[config.mk]
export PLATFORM = sky130hd
export DESIGN_NAME = vpu_writeback
export DESIGN_NICKNAME = d
export VERILOG_FILES = /design/src/rtl/vpu_writeback.sv
export SDC_FILE = /design/constraint.sdc
export NUM_CORES = 1
export LEC_CHECK = 0
export ABC_CLOCK_PERIOD_IN_PS = 3300
export BUFFER_PORTS_ARGS = -buffer_cell sky130_fd_sc_hd__buf_4
export CORE_UTILIZATION = 30
export CTS_BUF_LIST = sky130_fd_sc_hd__clkbuf_16
export DETAILED_ROUTE_END_ITERATION = 7
export PLACE_DENSITY = 0.52
export SLEW_MARGIN = 20
export SYNTH_ARGS = -nofsm -noshare
export SYNTH_HDL_FRONTEND = slang
export SYNTH_SLANG_ARGS = --single-unit
[constraint.sdc]
create_clock -name clk -period 3.3 [get_ports clk]
set_clock_uncertainty 0.15 [all_clocks]
set_input_delay 0.33 -clock clk [delete_from_list [all_inputs] [get_ports clk]]
set_output_delay 0.33 -clock clk [all_outputs]
set_load 0.02 [all_outputs]
[src/rtl/vpu_writeback.sv]
// Writeback stage: per-column skew FIFOs re-aligned into N-wide rows written to the unified buffer.

// Per-column FIFO with a synchronous flush; push into a full FIFO only lands when a pop frees a slot.
// Latency: a word pushed at an edge is the visible head from the following cycle.
// Backpressure: none internal; the caller sees full and decides whether to drop.
module vpu_wb_fifo #(
    parameter int W     = 16,
    parameter int DEPTH = 4
) (
    input  logic         clk,
    input  logic         rst,
    input  logic         flush,
    input  logic         push,
    input  logic [W-1:0] push_data,
    input  logic         pop,
    output logic [W-1:0] head,
    output logic         full,
    output logic         empty
);
    localparam int AW = $clog2(DEPTH);

    logic [W-1:0]  mem [DEPTH];
    logic [AW-1:0] wr_ptr;
    logic [AW-1:0] rd_ptr;
    logic [AW:0]   count;
    logic          do_push;
    logic          do_pop;

    assign empty   = (count == '0);
    assign full    = (count == (AW+1)'(DEPTH));
    assign do_pop  = pop & ~empty;
    assign do_push = push & (~full | do_pop);
    assign head    = mem[rd_ptr];

    always_ff @(posedge clk) begin
        if (rst) begin
            wr_ptr <= '0;
            rd_ptr <= '0;
            count  <= '0;
            // Storage is cleared so the combinational head is never X.
            for (int i = 0; i < DEPTH; i++) mem[i] <= '0;
        end else if (flush) begin
            wr_ptr <= '0;
            rd_ptr <= '0;
            count  <= '0;
        end else begin
            if (do_push) begin
                mem[wr_ptr] <= push_data;
                wr_ptr      <= wr_ptr + AW'(1);
            end
            if (do_pop) rd_ptr <= rd_ptr + AW'(1);
            case ({do_push, do_pop})
                2'b10:   count <= count + (AW+1)'(1);
                2'b01:   count <= count - (AW+1)'(1);
                default: count <= count;
            endcase
        end
    end
endmodule

// Collects skewed VPU column words and writes aligned rows to consecutive UB addresses.
// Latency: a row is presented the cycle after its last column word is pushed; no output registers.
// Backpressure: ub_wr_ready low holds the row stable; FIFOs absorb input; a push to a full FIFO drops and sets overflow.
module vpu_writeback #(
    parameter int N      = 2,
    parameter int DEPTH  = 4,
    parameter int ADDR_W = 16
) (
    input  logic              clk,
    input  logic              rst,
    input  logic              start,
    input  logic [ADDR_W-1:0] base_addr,
    input  logic [ADDR_W-1:0] num_rows,
    input  logic [N*16-1:0]   vpu_data_in,
    input  logic [N-1:0]      vpu_valid_in,
    input  logic              ub_wr_ready,
    output logic              ub_wr_valid,
    output logic [ADDR_W-1:0] ub_wr_addr,
    output logic [N*16-1:0]   ub_wr_data,
    output logic              busy,
    output logic              done,
    output logic              overflow
);
    typedef enum logic [1:0] {IDLE, RUN, DONE} state_t;

    state_t            state;
    state_t            state_nxt;
    logic [ADDR_W-1:0] base_q;
    logic [ADDR_W-1:0] num_q;
    logic [ADDR_W-1:0] rows_done;
    logic [N-1:0]      push_en;
    logic [N-1:0]      full_w;
    logic [N-1:0]      empty_w;
    logic [N-1:0]      ovf_hit;
    logic              fire;
    logic              last_row;
    logic              accept_start;

    assign accept_start = (state == IDLE) & start;
    assign ub_wr_valid  = (state == RUN) & ~|empty_w;
    assign fire         = ub_wr_valid & ub_wr_ready;
    assign last_row     = (rows_done == num_q - ADDR_W'(1));
    assign ub_wr_addr   = base_q + rows_done;
    assign busy         = (state != IDLE);
    assign done         = (state == DONE);

    for (genvar j = 0; j < N; j++) begin : g_col
        assign push_en[j] = (state == RUN) & vpu_valid_in[j];
        // A simultaneous pop frees the slot, so only a push without a fire is lost.
        assign ovf_hit[j] = push_en[j] & full_w[j] & ~fire;

        vpu_wb_fifo #(.W(16), .DEPTH(DEPTH)) u_fifo (
            .clk       (clk),
            .rst       (rst),
            .flush     (state == DONE),
            .push      (push_en[j]),
            .push_data (vpu_data_in[16*j +: 16]),
            .pop       (fire),
            .head      (ub_wr_data[16*j +: 16]),
            .full      (full_w[j]),
            .empty     (empty_w[j])
        );
    end

    always_comb begin
        state_nxt = state;
        case (state)
            IDLE: if (start) state_nxt = (num_rows == '0) ? DONE : RUN;
            RUN:  if (fire && last_row) state_nxt = DONE;
            DONE: state_nxt = IDLE;
            default: state_nxt = IDLE;
        endcase
    end

    always_ff @(posedge clk) begin
        if (rst) begin
            state     <= IDLE;
            base_q    <= '0;
            num_q     <= '0;
            rows_done <= '0;
            overflow  <= 1'b0;
        end else begin
            state <= state_nxt;
            if (accept_start) begin
                base_q    <= base_addr;
                num_q     <= num_rows;
                rows_done <= '0;
                overflow  <= 1'b0;
            end else begin
                if (fire) rows_done <= rows_done + ADDR_W'(1);
                if (|ovf_hit) overflow <= 1'b1;
            end
        end
    end
endmodule

==> results of run 1 <==
[synthesized netlist by cell type, types with 7 or more instances]
| cell type | n | area share (%) |
|---|---|---|
| sky130_fd_sc_hd__nor4_1 | 8 | 0.53 |
| sky130_fd_sc_hd__nor2_1 | 48 | 1.9 |
| sky130_fd_sc_hd__nor3_1 | 10 | 0.53 |
| sky130_fd_sc_hd__and2_1 | 115 | 7.6 |
| sky130_fd_sc_hd__inv_1 | 16 | 0.64 |
| sky130_fd_sc_hd__nand4_1 | 8 | 0.53 |
| sky130_fd_sc_hd__xor2_1 | 24 | 2.2 |
| sky130_fd_sc_hd__ha_1 | 17 | 2.3 |
| sky130_fd_sc_hd__nand2_1 | 89 | 3.5 |
| sky130_fd_sc_hd__mux4_2 | 32 | 7.6 |
| sky130_fd_sc_hd__xnor2_1 | 34 | 3.2 |
| sky130_fd_sc_hd__and3_1 | 26 | 1.7 |
| sky130_fd_sc_hd__nand2b_1 | 7 | 0.46 |
| sky130_fd_sc_hd__dfxtp_1 | 69 | 15 |
| sky130_fd_sc_hd__edfxtp_1 | 128 | 41 |
| sky130_fd_sc_hd__o21ai_0 | 7 | 0.37 |
| sky130_fd_sc_hd__clkbuf_1 | 32 | 1.3 |
| sky130_fd_sc_hd__a21oi_1 | 43 | 2.3 |
[worst max-delay path by stage]
stage	to	start	depth (start not counted)	slack, ps
global route	ub_wr_addr[15]	rows_done[6]$_SDFFE_PP0N_	10	-20
finish	ub_wr_addr[14]	rows_done[1]$_SDFFE_PP0N_	11	110
CTS	ub_wr_addr[15]	base_q[1]$_SDFFE_PP0P_	10	3
detailed placement	ub_wr_addr[15]	base_q[1]$_SDFFE_PP0P_	10	270
global placement	ub_wr_addr[15]	base_q[1]$_SDFFE_PP0P_	10	240
floorplan	ub_wr_addr[14]	rows_done[0]$_SDFFE_PP0N_	9	280
[kinds of logic after synthesis]
kind of cell / Yosys count / share of synthesized area [%]
AOI/OAI and AO/OA: 89 / 6.05
xor gates and xnor gates: 58 / 5.38
adders and majority gates: 20 / 2.89
buffers and inverters: 54 / 2.19
DFF: 197 / 55.3
muxes: 35 / 7.95
and+or+nand+nor: 347 / 20.2
[metal layers]
layer / GRT usage, % / up-vias
li1: - / 3155
met4: 4.41 / 0
met1: 17.5 / 3042
met3: 2.63 / 22
met2: 24.5 / 101
met5: 0 / -
[worst reg2reg max path, stage by stage (launching register included)]
cell and delay, ps:
sky130_fd_sc_hd__dfxtp_1 380, sky130_fd_sc_hd__nand2b_1 230, sky130_fd_sc_hd__or4b_1 670, sky130_fd_sc_hd__a21o_1 310
sky130_fd_sc_hd__nor4b_4 250, sky130_fd_sc_hd__or2_2 450
[flip-flops by register name (all words and copies together) (netlist names), named ones only]
register and cells:
g_col.u_fifo.mem 128, base_q 16, num_q 16, rows_done 16, g_col.u_fifo.count 6, g_col.u_fifo.rd_ptr 4, g_col.u_fifo.wr_ptr 4, state 2
overflow 1
[stage by stage]
| stage | setup slack (ps) | power (W) |
|---|---|---|
| final | 110 | 0.00561 |
| after floorplan | 276 | 0.00316 |
| after global routing | -21.2 | 0.00584 |
| after detailed placement | 267 | 0.00341 |
| after global placement | 239 | 0.00340 |
| after CTS | 2.79 | 0.00568 |
[area by class of cell]
| cell class | instances | area (um2) | area share [%] |
|---|---|---|---|
| multi-input cells | 549 | 4140 | 34.8 |
| clock inverters | 15 | 205 | 1.73 |
| well taps | 396 | 495 | 4.17 |
| repair buffers | 168 | 1320 | 11.1 |
| clock buffers | 17 | 425 | 3.58 |
| diodes | 1 | 2.50 | 0.0211 |
| inverters | 16 | 60.1 | 0.505 |
| flip-flops and latches | 197 | 5230 | 44.0 |
[layout by cell type (no fill, tap or decap), drive strengths merged, types with 8 or more instances in the layout]
cell / instances
xor2: 24
nor2: 48
a21oi: 43
and3: 26
dlygate4sd3: 25
inv: 25
nor4: 10
dfxtp: 69
nand2: 89
clkbuf: 17
nand4: 8
mux4: 32
ha: 17
buf: 143
and2: 115
edfxtp: 128
xnor2: 34
nor3: 11
[report_power, final]
group | total [W] | internal (W) | switching (W)
Clock | 0.00224 | 0.00123 | 0.00101
Sequential | 0.00278 | 0.00272 | 0.0000550
Combinational | 0.000594 | 0.000271 | 0.000323
Total | 0.00561 | 0.00423 | 0.00139
[timing repair]
action                     4_1_cts  5_1_grt
hold endpoints to repair        25        0
resized for setup               15        8
buffers inserted                 2        2
setup endpoints to repair        3        4
pin swaps                        6        4
gates cloned                     0        0
hold buffers                    25        0
==> impl_results.rst, run 1 <==
.. list-table::
   :header-rows: 1

   * - Metric
     - Value
   * - Total of flip-flops plus latches after synthesis
     - 197
   * - Post-Place Cell Area
     - 10900 um2
   * - DRT met1 WL
     - 10000 um
   * - Data required time of the worst path
     - ~2800 ps
   * - Nets@finish
     - 1039
   * - Clock tree root buffer cell
     - sky130_fd_sc_hd__clkbuf_16
   * - Post-Syn Nets
     - 890
   * - Wire length of the first global-routing pass
     - about 35000 um
   * - DIE AREA
     - 32200 um2
   * - First DRT Iteration DRCs
     - 339
   * - Gr ovfl total
     - 0
   * - Gate count of the mapped netlist
     - 800
   * - Number of max-capacitance violations reported
     - 0
   * - Number of top-level pins
     - ~120
   * - Synthesized cell area
     - ~9400 um2
   * - Kind of capture point of the worst setup path
     - primary output
   * - Drt total wl
     - 22100 um
   * - Highest clock frequency the design can meet
     - 313 MHz
   * - Actual transition at the worst max-transition pin
     - 882 ps
   * - Non-Filler Instances
     - 1359
   * - Crit path top cell by count
     - sky130_fd_sc_hd__buf_4
   * - Vias per std cell
     - 4.65
   * - Setup slack, reg-to-reg
     - roughly 500 ps
   * - Arrival @ worst endpoint
     - 2710 ps
   * - Min-Delay Endpoint
     - base_q[3]$_SDFFE_PP0P_
   * - Ys async rst share
     - 0%
   * - IR drop worst, VDD
     - 0.354 mV
   * - Sum of met2 wire segment lengths after detailed routing
     - 11100 um
   * - Hold Path Class
     - primary input to register
   * - Gate family responsible for the most delay along the worst path
     - compound AO/OA/AOI/OAI gates
   * - Max Transition Viols Final
     - 0
   * - Floorplan die height
     - 179 um
   * - Cell row count
     - 64
   * - Clock latency on the worst-skew pair
     - 440 ps
   * - Sequential area share after synthesis
     - roughly 55%
   * - Total of warnings raised by yosys
     - 0
   * - Startpoint type of the worst setup path
     - register
   * - Violations in the final reports
     - design-rule violations
   * - Leakage
     - between 4 and 5 nW
   * - Unrepaired setup endpoints after global routing
     - yes
   * - Logic depth of the worst register-to-register path
     - 5
   * - Final hold slack
     - 15.1 ps
   * - Biggest fanout along the worst timing path
     - 6
   * - Setup total negative slack
     - 0 ps
   * - Areal power density over the cells
     - 472 nW/um2
   * - Post-synth EDFFs
     - 128
   * - Post-route ant nets
     - 0
   * - Highest metal layer with signal wires
     - met4
   * - Core area
     - between 30000 and 40000 um2
   * - Post-route DRC violation count
     - 4
   * - Number of vias in the routed layout
     - between 6000 and 7000
   * - Worst hold stages
     - 3
   * - Die width
     - 179 um
   * - Input/output buffers
     - 121
   * - CP max stage delay
     - 440 ps
   * - CTS Buffer Depth
     - 2
   * - Dpl hpwl
     - 14500 um
   * - Worst rel slew slack
     - 41.1%
   * - Post-detailed-route wirelength per cell
     - 16.3 um
   * - Top FF cell, synth
     - sky130_fd_sc_hd__edfxtp_1
   * - Clock buffer count from CTS
     - 17
   * - Last weighted congestion value of the routability-driven placer
     - between 0.7 and 0.8
   * - Met3 WL post-DR
     - 609 um
   * - Final worst-path cycle share
     - approximately 97%
   * - Crit-path cells
     - buf_4 -> inv_1 -> fa_1 -> nor2b_2 -> o31a_1 -> nor4_4 -> o21a_1 -> o21ai_2 -> nand4_1 -> o311ai_0 -> buf_4
   * - Beginning of the worst hold path
     - base_addr[3]
   * - Effective utilization at floorplan
     - 30.7%
   * - Reg2reg start
     - state[1]$_SDFFE_PP0P_
   * - Slowest stage cell on the critical path
     - sky130_fd_sc_hd__fa_1
   * - Combined buffer and inverter count along the critical path
     - 3
   * - Shortest clock period the worst path allows after layout
     - 3190 ps
   * - Result of the run
     - finished with violations
   * - Clock H-tree levels
     - 4
   * - Fill cell total of the finished layout
     - 3051
   * - Vias in the first global route
     - 6352
   * - Instance count after placement with tap cells included
     - 1297
   * - P&R area growth vs syn
     - 25.8%
   * - Clock sink count
     - 197
   * - Largest net degree at the start of global routing
     - 50
   * - Antenna violations before repair
     - 1
   * - Number of optimization iterations in the first detailed-route pass
     - 8
   * - Hold Fails Final Rpt
     - 0
   * - Critical path class
     - register to primary output
   * - Post-synthesis area per instance
     - between 10 and 15 um2
   * - Post-layout util
     - 38.6%
   * - TritonCTS clock tree
     - yes
   * - Final std cell area, no fill
     - 11900 um2
   * - Netlist cell types
     - 59
   * - Clk slew on worst S/H paths
     - roughly 70 ps
   * - GRT Total Usage
     - between 10% and 20%
   * - Ratio of cells with drive above 1 in the final layout
     - between 20% and 30%
   * - R2R Path End
     - g_col[0].u_fifo.mem[2][3]$_SDFFCE_PN0P_
   * - Setup-failing EPs final
     - 0
No activity file was read; power rests on OpenSTA's default activity.
==> run 2: changes to the inputs <==
RECOVER_POWER = 50   (was not set)
==> run 2 against run 1 <==
Compared with the run above: the run ends with design-rule violations, max-capacitance violations, max-slew violations left; fmax about the same; sequential cell count unchanged; total power down 0.31%; die area unchanged; critical path type unchanged; largest cell class unchanged; highest routed layer unchanged.
==> impl_results.rst, run 2 (synthesis gave the netlist of run 1 again) <==
.. list-table::
   :header-rows: 1

   * - Metric
     - Value
   * - Worst rel slew slack
     - -0.880% (-42 points)
   * - Post-Place Cell Area
     - 10900 um2 (unchanged)
   * - Instance count after placement with tap cells included
     - 1297 (unchanged)
   * - Max FFs per register
     - 128 (unchanged)
   * - Largest net degree at the start of global routing
     - 50 (unchanged)
   * - Die width
     - 179 um (unchanged)
   * - Number of max-capacitance violations reported
     - 1 (+1)
   * - Setup-failing EPs final
     - 0 (unchanged)
   * - Effective utilization at floorplan
     - 30.7% (unchanged)
   * - First DRT Iteration DRCs
     - 357 (+5.3%)
   * - Logic depth of the worst register-to-register path
     - 7 (+2)
   * - Highest clock frequency the design can meet
     - 314 MHz (about the same)
   * - Result of the run
     - finished with violations
   * - TritonCTS clock tree
     - yes
   * - Hold Path Class
     - primary input to register
   * - Leading cell type in the layout, fill and taps excluded
     - sky130_fd_sc_hd__edfxtp_1
   * - Last element of the critical path
     - ub_wr_addr[14]
   * - Hold Fails Final Rpt
     - 0 (unchanged)
   * - Vias per std cell
     - 4.67 (+0.52%)
   * - Post-route DRC violation count
     - 4 (unchanged)
   * - Data required time of the worst path
     - 2820 ps (about the same)
   * - GRT Total Usage
     - 14.0% (unchanged)
   * - IR drop worst, VDD
     - 0.356 mV (+0.54%)
   * - Last weighted congestion value of the routability-driven placer
     - 0.722 (unchanged)
   * - Commonest cells after routing, fill and taps aside
     - 128 x sky130_fd_sc_hd__edfxtp_1, 111 x sky130_fd_sc_hd__buf_4, 109 x sky130_fd_sc_hd__and2_1
   * - Core area
     - 30700 um2 (unchanged)
   * - Clock tree root buffer cell
     - sky130_fd_sc_hd__clkbuf_16
   * - R2R Path End
     - g_col[1].u_fifo.mem[1][14]$_SDFFCE_PN0P_
   * - Setup slack, reg-to-reg
     - 440 ps (-60 ps)
   * - Clock H-tree levels
     - 4 (unchanged)
   * - Input/output buffers
     - 121 (unchanged)
   * - Cell row count
     - 64 (unchanged)
   * - Nets@finish
     - 1039 (unchanged)
   * - DIE AREA
     - 32200 um2 (unchanged)
   * - Non-Filler Instances
     - 1359 (unchanged)
   * - Actual transition at the worst max-transition pin
     - 1510 ps (+631 ps)
   * - Final Power
     - 0.00559 W (-0.31%)
   * - Post-route ant nets
     - 0 (unchanged)
   * - Clock sink count
     - 197 (unchanged)
   * - Shortest clock period the worst path allows after layout
     - 3190 ps (-2.33 ps)
   * - Areal power density over the cells
     - 476 nW/um2 (+0.75%)
   * - Final worst-path cycle share
     - 96.6% (about the same)
   * - Wire length of the first global-routing pass
     - 35000 um (unchanged)
   * - Max Transition Viols Final
     - 33 (+33)
   * - Floorplan die height
     - 179 um (unchanged)
   * - Reg2reg start
     - state[1]$_SDFFE_PP0P_
   * - Clock latency on the worst-skew pair
     - 440 ps (about the same)
   * - Final std cell area, no fill
     - 11800 um2 (-1.1%)
   * - Number of top-level pins
     - 122 (unchanged)
   * - Violations in the final reports
     - design-rule violations, max-capacitance violations, max-slew violations
   * - Clk slew on worst S/H paths
     - 70 ps (about the same)
   * - P&R area growth vs syn
     - 24.5%
   * - Startpoint type of the worst setup path
     - register
   * - Number of vias in the routed layout
     - 6353 (+0.52%)
   * - Post-detailed-route wirelength per cell
     - 16.3 um (+0.19%)
   * - Ratio of cells with drive above 1 in the final layout
     - 21.7% (-3.5 points)
   * - Arrival @ worst endpoint
     - 2710 ps (about the same)
   * - Antenna violations before repair
     - 1 (unchanged)
   * - Setup total negative slack
     - 0 ps (unchanged)
   * - Gr ovfl total
     - 0 (unchanged)
   * - Drt total wl
     - 22100 um (+0.19%)
   * - Kind of capture point of the worst setup path
     - primary output
   * - Dpl hpwl
     - 14500 um (unchanged)
   * - Number of optimization iterations in the first detailed-route pass
     - 8 (unchanged)
   * - Worst hold stages
     - 3 (unchanged)
   * - Worst setup path start
     - rows_done[1]$_SDFFE_PP0N_
   * - Leakage
     - 4.44 nW (-2.9%)
   * - Critical path class
     - register to primary output
   * - Largest register by flop count
     - g_col.u_fifo.mem
   * - Vias in the first global route
     - 6352 (unchanged)
   * - Unrepaired setup endpoints after global routing
     - yes
   * - Biggest fanout along the worst timing path
     - 6 (unchanged)
   * - Post-layout util
     - 38.2% (-0.41 points)
   * - Clock buffer count from CTS
     - 17 (unchanged)
   * - CTS Buffer Depth
     - 2 (unchanged)
[run 2: cell count changes in the layout (fill, tap and decap cells not counted)]
cell,delta
sky130_fd_sc_hd__buf_4,-32
sky130_fd_sc_hd__clkbuf_1,+31
sky130_fd_sc_hd__and2_0,+6
sky130_fd_sc_hd__and2_1,-6
sky130_fd_sc_hd__a31o_1,+2
sky130_fd_sc_hd__a31o_2,-2
sky130_fd_sc_hd__clkbuf_2,+1
sky130_fd_sc_hd__nor4b_1,+1
sky130_fd_sc_hd__nor4b_2,-1
[run 2: how the worst min path moves through the flow]
stage	start	end	slack (ps)
5_1_grt	num_rows[7]	num_q[7]$_SDFFE_PP0P_	10
6_report	base_addr[3]	base_q[3]$_SDFFE_PP0P_	20
3_3_place_gp	base_q[4]$_SDFFE_PP0P_	base_q[4]$_SDFFE_PP0P_	300
4_1_cts	base_addr[3]	base_q[3]$_SDFFE_PP0P_	0.8
3_5_place_dp	base_q[13]$_SDFFE_PP0P_	base_q[13]$_SDFFE_PP0P_	300
2_1_floorplan	base_q[0]$_SDFFE_PP0P_	base_q[0]$_SDFFE_PP0P_	290
[run 2: worst max-delay path, cell delays in order (launching register included)]
cell and delay [ps]:
sky130_fd_sc_hd__dfxtp_2 350, sky130_fd_sc_hd__buf_4 150, sky130_fd_sc_hd__inv_1 60, sky130_fd_sc_hd__fa_1 440, sky130_fd_sc_hd__nor2b_2 170, sky130_fd_sc_hd__o31a_1 240
sky130_fd_sc_hd__nor4_4 60, sky130_fd_sc_hd__o21a_1 210, sky130_fd_sc_hd__o21ai_2 180, sky130_fd_sc_hd__nand4_1 110, sky130_fd_sc_hd__o311ai_0 100, sky130_fd_sc_hd__buf_4 210
[run 2: per-stage QoR]
step,worst slack (ps),hold slack (ps)
2_1_floorplan,276,291
3_3_place_gp,239,301
3_5_place_dp,267,303
4_1_cts,2.79,0.838
5_1_grt,-21.2,11.9
6_report,112,15.2
[run 2: per-layer routing]
metal / vias to the layer above / track usage [%] / part of all wire (%)
met1: 3064 / 17.5 / 45
met4: 0 / 4.41 / 1.6
met5: - / 0 / 0
li1: 3151 / - / -
met3: 23 / 2.63 / 2.8
met2: 115 / 24.5 / 50
[run 2: area by class of cell]
type,instances,area (um2)
fill,3076,19000
clock inverter,15,205
inverter,16,60.1
timing repair buffer,168,1200
antenna,1,2.50
multi-input combinational,549,4130
sequential,197,5230
tap,396,495
clock buffer,17,425
[run 2: repair_timing]
action                                 in CTS  in global routing
resized for setup                          15                  8
hold buffers                               25                  0
pin swaps                                   6                  4
buffers inserted                            2                  2
endpoints found under the hold margin      25                  0
setup endpoints to repair                   3                  4
[run 2: power breakdown]
part	switching, W	internal (W)
combinational	0.000322	0.000252
clock	0.00101	0.00123
sequential	0.0000551	0.00272
total	0.00139	0.00421
